`config.mk`:
```
export PLATFORM = sky130hd
export DESIGN_NAME = request_encoder
export DESIGN_NICKNAME = d
export VERILOG_FILES = /design/src/rtl/request_encoder.sv
export SDC_FILE = /design/constraint.sdc
export NUM_CORES = 1
export LEC_CHECK = 0
export CORE_MARGIN = 3
export CORE_UTILIZATION = 41
export CTS_CLUSTER_SIZE = 25
export DETAILED_ROUTE_END_ITERATION = 8
export PLACE_DENSITY = 0.77
export RECOVER_POWER = 100
export SYNTH_ARGS = -nofsm -noshare
export SYNTH_HDL_FRONTEND = slang
export SYNTH_SLANG_ARGS = --single-unit
```
`constraint.sdc`:
```
create_clock -name clk -period 1.8 [get_ports clk]
set_clock_uncertainty 0.15 [all_clocks]
set_input_delay 0.18 -clock clk [delete_from_list [all_inputs] [get_ports clk]]
set_output_delay 0.18 -clock clk [all_outputs]
set_load 0.01 [all_outputs]
```
`src/rtl/request_encoder.sv`:
```
// request_encoder: queues four request lines as sticky pending bits and presents one at a time as a registered 2-bit address with enable under valid/ready
module request_encoder #(
  parameter bit PRIORITY_MODE = 1'b0
) (
  input  logic       clk,
  input  logic       reset_n,
  input  logic       in0,
  input  logic       in1,
  input  logic       in2,
  input  logic       in3,
  input  logic       ready,
  output logic       addr0,
  output logic       addr1,
  output logic       enable,
  output logic [3:0] drop_count
);
  logic [3:0] pending, req, clr, rot;
  logic [1:0] last, s_fix, s_rr, p, s;
  logic       load, grant, drop;
  always_comb begin
    req = {in3, in2, in1, in0};
    load = !enable || ready;
    grant = load && |pending;
    s_fix = pending[0] ? 2'd0 : pending[1] ? 2'd1 : pending[2] ? 2'd2 : 2'd3;
    for (int k = 0; k < 4; k++) rot[k] = pending[last + 2'(k + 1)];
    p = rot[0] ? 2'd0 : rot[1] ? 2'd1 : rot[2] ? 2'd2 : 2'd3;
    s_rr = last + 2'd1 + p;
    s = PRIORITY_MODE ? s_rr : s_fix;
    clr = grant ? 4'b0001 << s : 4'b0000;
    drop = |(req & pending & ~clr);
  end
  always_ff @(posedge clk or negedge reset_n) begin
    if (!reset_n) begin
      pending <= 4'b0000;
      enable <= 1'b0;
      {addr1, addr0} <= 2'b00;
      last <= 2'd3;
      drop_count <= 4'd0;
    end else begin
      pending <= (pending & ~clr) | req;
      if (load) enable <= |pending;
      if (grant) begin
        {addr1, addr0} <= s;
        last <= s;
      end
      if (drop && drop_count != 4'd15) drop_count <= drop_count + 4'd1;
    end
  end
endmodule

```
==> metrics.txt, run 1 <==
run status=finished clean; Warnings, synthesis=0; die area=1850 µm²; first-pass GRT wire length=2.17 mm; Slew Limit Fails=0; grt total ovfl=0; Worst-path clk slew=70 ps; Cell Area, Placed=766 µm²; CP max stage delay=490 ps; critical path cell sequence=clkdlybuf4s50_1 -> and2b_2 -> o311a_4 -> or4b_4 -> o211ai_2; overall global routing resource usage=16.1%; largest net degree at the start of global routing=12; minimum hold slack=157 ps; DRT Pass-1 Iters=4; Peak VDD IR=676 µV; Inserted Diodes=0; Worst-Skew Late Latency=270 ps; crit path launch type=primary input; Tmin final=1790 ps; Placer Congestion=0.830; synth-to-layout area growth=44.2%; commonest non-fill, non-tap cell in the layout=dfrtp_1; RSZ-0062 raised after global routing=true; commonest non-fill, non-tap cells in the layout=dfrtp_1, dlygate4sd3_1, nor2_1, clkdlybuf4s50_1; share of cells above drive strength 1=25.3%; num ports=14; DRC violations left=0; Mapped Area=563 µm²; total CTS buffers=3; CP max FO=3; DPL Wire Length=942 µm; wire per inst=13.9 µm; Seq/Total Area, Yosys=48.9%; Final WS setup=8.92 ps; Setup crit end kind=flip-flop; Vias/cell=5.35; Distinct cells, synth=24; Final Cell Area=812 µm²; Critical Path Start=ready; Root Driver=clkbuf_4; cell row count=12; slowest stage cell, crit path=or4b_4; Pleak=0.318 nW; Iteration-0 DRC Markers=8; via count=476; Starting Density=46.9%; TNS Setup=0 ps; final worst-path cycle share=99.5%; Placeable Area=1200 µm²; number of port buffers=13; CTS Hold Buffers Added=0; Final ANT Viol Nets=0; max cap viols=0; # setup viols final=0; slew at the pin with the worst max-slew slack=496 ps; crit path kind=primary input to flip-flop; P per Cell Area=1140 nW/µm²; Finished Core Util=67.6%; maximum root-to-sink buffer count=2; CTS tree=done; overall die width=43.1 µm; FF+latch count, synth=11; vias in the first global route=502; post-place setup slack=-264 ps; synthesized area per cell=11.3 µm²; CP arrival=1840 ps; Vert. Die Dim=43.1 µm; reg-to-reg startpoint=pending[1]; Required @ worst endpoint=1850 ps; initial antenna violation count=0; post-synthesis net count=58; slew margin rel.=66.9%; Final Hold Fails=0; H-tree depth=1; fmax=0.558 GHz; # fillers=98; Synth Instances=50; Total Wirelength=1.24 mm; Worst Hold Class=primary input to asynchronous set/reset pin; Sink Count=11; fin nets=84
## per-layer routing
layer	wire length [µm]	track usage (%)	share of wire, %	up-vias
li1	-	-	-	235
met3	51	6.36	4.1	5
met5	0	0	0	-
met4	24	7.23	1.9	0
met2	638	28.4	52	8
met1	523	16.4	42	228
## flip-flops by register name, summed over array words and instances, names as in the netlist
register / flops
addr0: 1
drop_count: 4
addr1: 1
enable: 1
pending: 4
## synthesized netlist by cell type
master | count | area [µm²]
a21oi_1 | 3 | 15.0
nand2b_1 | 4 | 25.0
o311a_4 | 1 | 21.3
or4b_4 | 1 | 13.8
o31ai_1 | 1 | 7.51
mux2_2 | 1 | 11.3
xnor2_1 | 1 | 8.76
and2b_1 | 1 | 7.51
a21o_2 | 1 | 8.76
ha_1 | 1 | 12.5
o31ai_4 | 1 | 21.3
o21ai_0 | 2 | 10.0
o22a_1 | 1 | 8.76
mux2_1 | 1 | 11.3
nand3_1 | 4 | 20.0
or2_2 | 1 | 6.26
a21boi_0 | 1 | 7.51
nand2_1 | 3 | 11.3
o211ai_2 | 1 | 12.5
or2_1 | 1 | 6.26
dfrtp_1 | 11 | 275
nor2_1 | 5 | 18.8
a22oi_1 | 1 | 7.51
a21o_1 | 2 | 15.0
## cells by family (layout without fill, tap and decap cells)
kind of cell	count (synthesis)	in the layout	synth area share (%)
adders and majority gates	1	1	2.22
and+or+nand+nor	20	20	19.3
DFF	11	11	48.9
muxes	2	2	4.00
xor gates and xnor gates	1	1	1.56
buffers and inverters	0	25	0
AOI/OAI and AO/OA	15	15	24.0
## final cells by class
cell class	instances	area, µm²	area share (%)
Timing Repair Buffer	21	179	22.0
Sequential cell	11	275	33.9
Clock buffer	4	26.3	3.24
Multi-Input combinational cell	39	314	38.7
Tap cell	14	17.5	2.16
## where the power goes
group,total (mW),internal [mW],switching (mW)
combinational,0.396,0.238,0.158
sequential,0.360,0.302,0.0589
clock,0.166,0.0859,0.0797
total,0.922,0.626,0.296
## worst paths after layout
check / to / slack [ps] / cells past startpoint
max: drop_count[3] / 9 / 5
min: enable / 160 / 1
max reg2reg: drop_count[3] / 20 / 4
min reg2reg: addr1 / 330 / 1
max in group asynchronous: drop_count[2] / 1010 / 1
min in group clk: addr1 / 330 / 1
## critical path: cells and delay by family
kind | cells | cell delay (ps)
AO/OA/AOI/OAI | 2 | 470
buffers and inverters | 1 | 470
AND/OR/NAND/NOR | 2 | 720
## timing repair
item | CTS | global route
pin swaps | 3 | 0
gates resized for setup | 3 | 1
buffers inserted | 2 | 0
setup endpoints to repair | 3 | 3
## through the flow
step | std cells | total power [mW]
after floorplan | 50 | 0.584
after CTS | 89 | 0.957
after detailed placement | 83 | 0.761
after global routing | 89 | 0.991
final | 89 | 0.922
after global placement | 83 | 0.746
(Power assumes the default switching activity.)
==> run 2, diff against run 1 <==
--- a/config.mk
+++ b/config.mk
@@ -5,11 +5,11 @@
 export SDC_FILE = /design/constraint.sdc
 export NUM_CORES = 1
 export LEC_CHECK = 0
-export CORE_MARGIN = 3
-export CORE_UTILIZATION = 41
+export CORE_AREA = 2 2 39 41
 export CTS_CLUSTER_SIZE = 25
 export DETAILED_ROUTE_END_ITERATION = 8
-export PLACE_DENSITY = 0.77
+export DIE_AREA = 0 0 41 43
+export PLACE_DENSITY = 0.76
 export RECOVER_POWER = 100
 export SYNTH_ARGS = -nofsm -noshare
 export SYNTH_HDL_FRONTEND = slang
==> constraint.sdc (replaced) <==
create_clock -name clk -period 2.2 [get_ports clk]
set_clock_uncertainty 0.15 [all_clocks]
set_input_delay 0.22 -clock clk [delete_from_list [all_inputs] [get_ports clk]]
set_output_delay 0.22 -clock clk [all_outputs]
set_load 0.01 [all_outputs]
==> run 2 against run 1 <==
Net effect:
- wire length fell by 1.7%
- sequential share of layout area is 4.0 points higher
- clock-buffer cell count stayed put
- combinational power down 35%
- flip-flop and latch count unchanged
- first-iteration DRC count unchanged
- design area is 11% lower
- sequential power down 18%
- critical path depth stayed put
- die area is 4.9% lower
- critical path type unchanged
- largest power group is now sequential cells
- highest routed layer unchanged
==> metrics.txt, run 2 (synthesis results as in run 1) <==
commonest non-fill, non-tap cells in the layout=dfrtp_1, dlygate4sd3_1, nor2_1; synth-to-layout area growth=28.9%; Tmin final=2030 ps; Vias/cell=5.33 (-0.43%); Max Used Layer=met4; R2R Path End=drop_count[1]; slew margin rel.=67.2% (+0.30 points); total CTS buffers=3 (unchanged); CTS Hold Buffers Added=0 (unchanged); overall global routing resource usage=17.1% (+1.1 points); Sink Count=11 (unchanged); Final Cell Area=726 µm² (-11%); cell row count=14 (+2); max cap viols=0 (unchanged); initial antenna violation count=0 (unchanged); maximum root-to-sink buffer count=2 (unchanged); RSZ-0062 raised after global routing=false; share of cells above drive strength 1=11.4% (-14 points); Final Hold Fails=0 (unchanged); Vert. Die Dim=43 µm (-0.13%); Pleak=0.280 nW (-12%); final worst-path cycle share=92.3%; Worst-path clk slew=70 ps (about the same); TNS Setup=0 ps (unchanged); DRC violations left=0 (unchanged); Largest regs=drop_count x4, pending x4; num ports=14 (unchanged); wire per inst=14.2 µm (+1.7%); total power=0.689 mW (-25%); Iteration-0 DRC Markers=8 (unchanged); via count=458 (-3.8%); Total Wirelength=1.22 mm (-1.7%); Slew Limit Fails=0 (unchanged); overall die width=41 µm (-4.8%); Inserted Diodes=0 (unchanged); WL met3=37 µm (-27%); crit path launch type=primary input; CTS tree=done; reg-to-reg startpoint=pending[2]; DPL Wire Length=959 µm (+1.8%); slew at the pin with the worst max-slew slack=491 ps (-4.47 ps); Starting Density=40.7% (-6.2 points); fin nets=79 (-6.0%); CP max FO=3 (unchanged); die area=1760 µm² (-4.9%); grt total ovfl=0 (unchanged); vias in the first global route=468 (-6.8%); number of port buffers=13 (unchanged); Gates resized, CTS repair=0 (-3); Placer Congestion=0.783 (-5.6%); setup slack, reg-to-reg=200 ps (+180 ps); wire length on met1=505 µm (-3.4%); first-pass GRT wire length=1.99 mm (-7.9%); DRT Pass-1 Iters=4 (unchanged); Peak VDD IR=370 µV (-45%); Worst-Skew Late Latency=270 ps (about the same); Worst Hold Class=primary input to asynchronous set/reset pin; crit path kind=primary input to flip-flop; Cell Area, Placed=736 µm² (-3.9%); largest net degree at the start of global routing=12 (unchanged); fmax=0.492 GHz; CP arrival=2030 ps (+190 ps); # setup viols final=0 (unchanged); H-tree depth=1 (unchanged); run status=finished clean; commonest non-fill, non-tap cell in the layout=dfrtp_1; Required @ worst endpoint=2200 ps (+350 ps); Root Driver=clkbuf_4; Placeable Area=1380 µm² (+15%); Met2 Wirelength=643 µm (+0.78%); Post-CTS Setup Repair Bufs=0 (-2); cells on worst reg2reg path=4 (unchanged); Setup crit end kind=flip-flop; Worst Setup EP=drop_count[1]; Final ANT Viol Nets=0 (unchanged); Critical Path Start=ready; P per Cell Area=950 nW/µm² (-16%)
run 2: cell types whose count changed in the layout (fill, tap and decap cells not counted), moves of 2 or more:
| cell | delta |
|---|---|
| o31ai_4 | -2 |
| mux2_4 | -2 |
| buf_4 | -4 |
| o31ai_1 | +2 |
run 2: layout make-up:
class / instances / area, µm²
fillers: 133 / 658
flip-flops and latches: 11 / 275
repair buffers: 16 / 141
well taps: 16 / 20.0
multi-input cells: 39 / 263
clock buffers: 4 / 26.3
run 2: worst min-delay path by stage:
stage,slack (ps),end,from
2_1_floorplan,-230,addr0,reset_n
3_3_place_gp,320,addr1,addr1
3_5_place_dp,340,addr1,addr1
4_1_cts,150,enable,reset_n
5_1_grt,250,enable,reset_n
6_report,200,enable,reset_n
run 2: critical path, stage by stage:
cell and delay (ps):
dlygate4sd3_1 530, and2b_1 190, o311a_1 370, o31ai_1 360, mux2_1 360
run 2: stage by stage:
| stage | cells | utilization, % | worst slack (ps) | hold WS [ps] |
|---|---|---|---|---|
| global placement | 82 | 53.2 | 12.6 | 324 |
| finish | 86 | 52.4 | 169 | 196 |
| CTS | 86 | 55.1 | 288 | 154 |
| detailed placement | 82 | 53.2 | 28.9 | 344 |
| global route | 86 | 52.4 | 98.8 | 249 |
| floorplan | 50 | - | 300 | -226 |
run 2: power breakdown:
group	total [mW]	switching (mW)	internal, mW
Clock	0.137	0.0666	0.0702
Combinational	0.256	0.111	0.146
Sequential	0.296	0.0496	0.247
run 2: metal layers:
metal | track usage [%] | vias to the layer above
met2 | 25.6 | 9
li1 | - | 226
met1 | 20.9 | 219
met3 | 3.14 | 4
met4 | 12.0 | 0
met5 | 0 | -
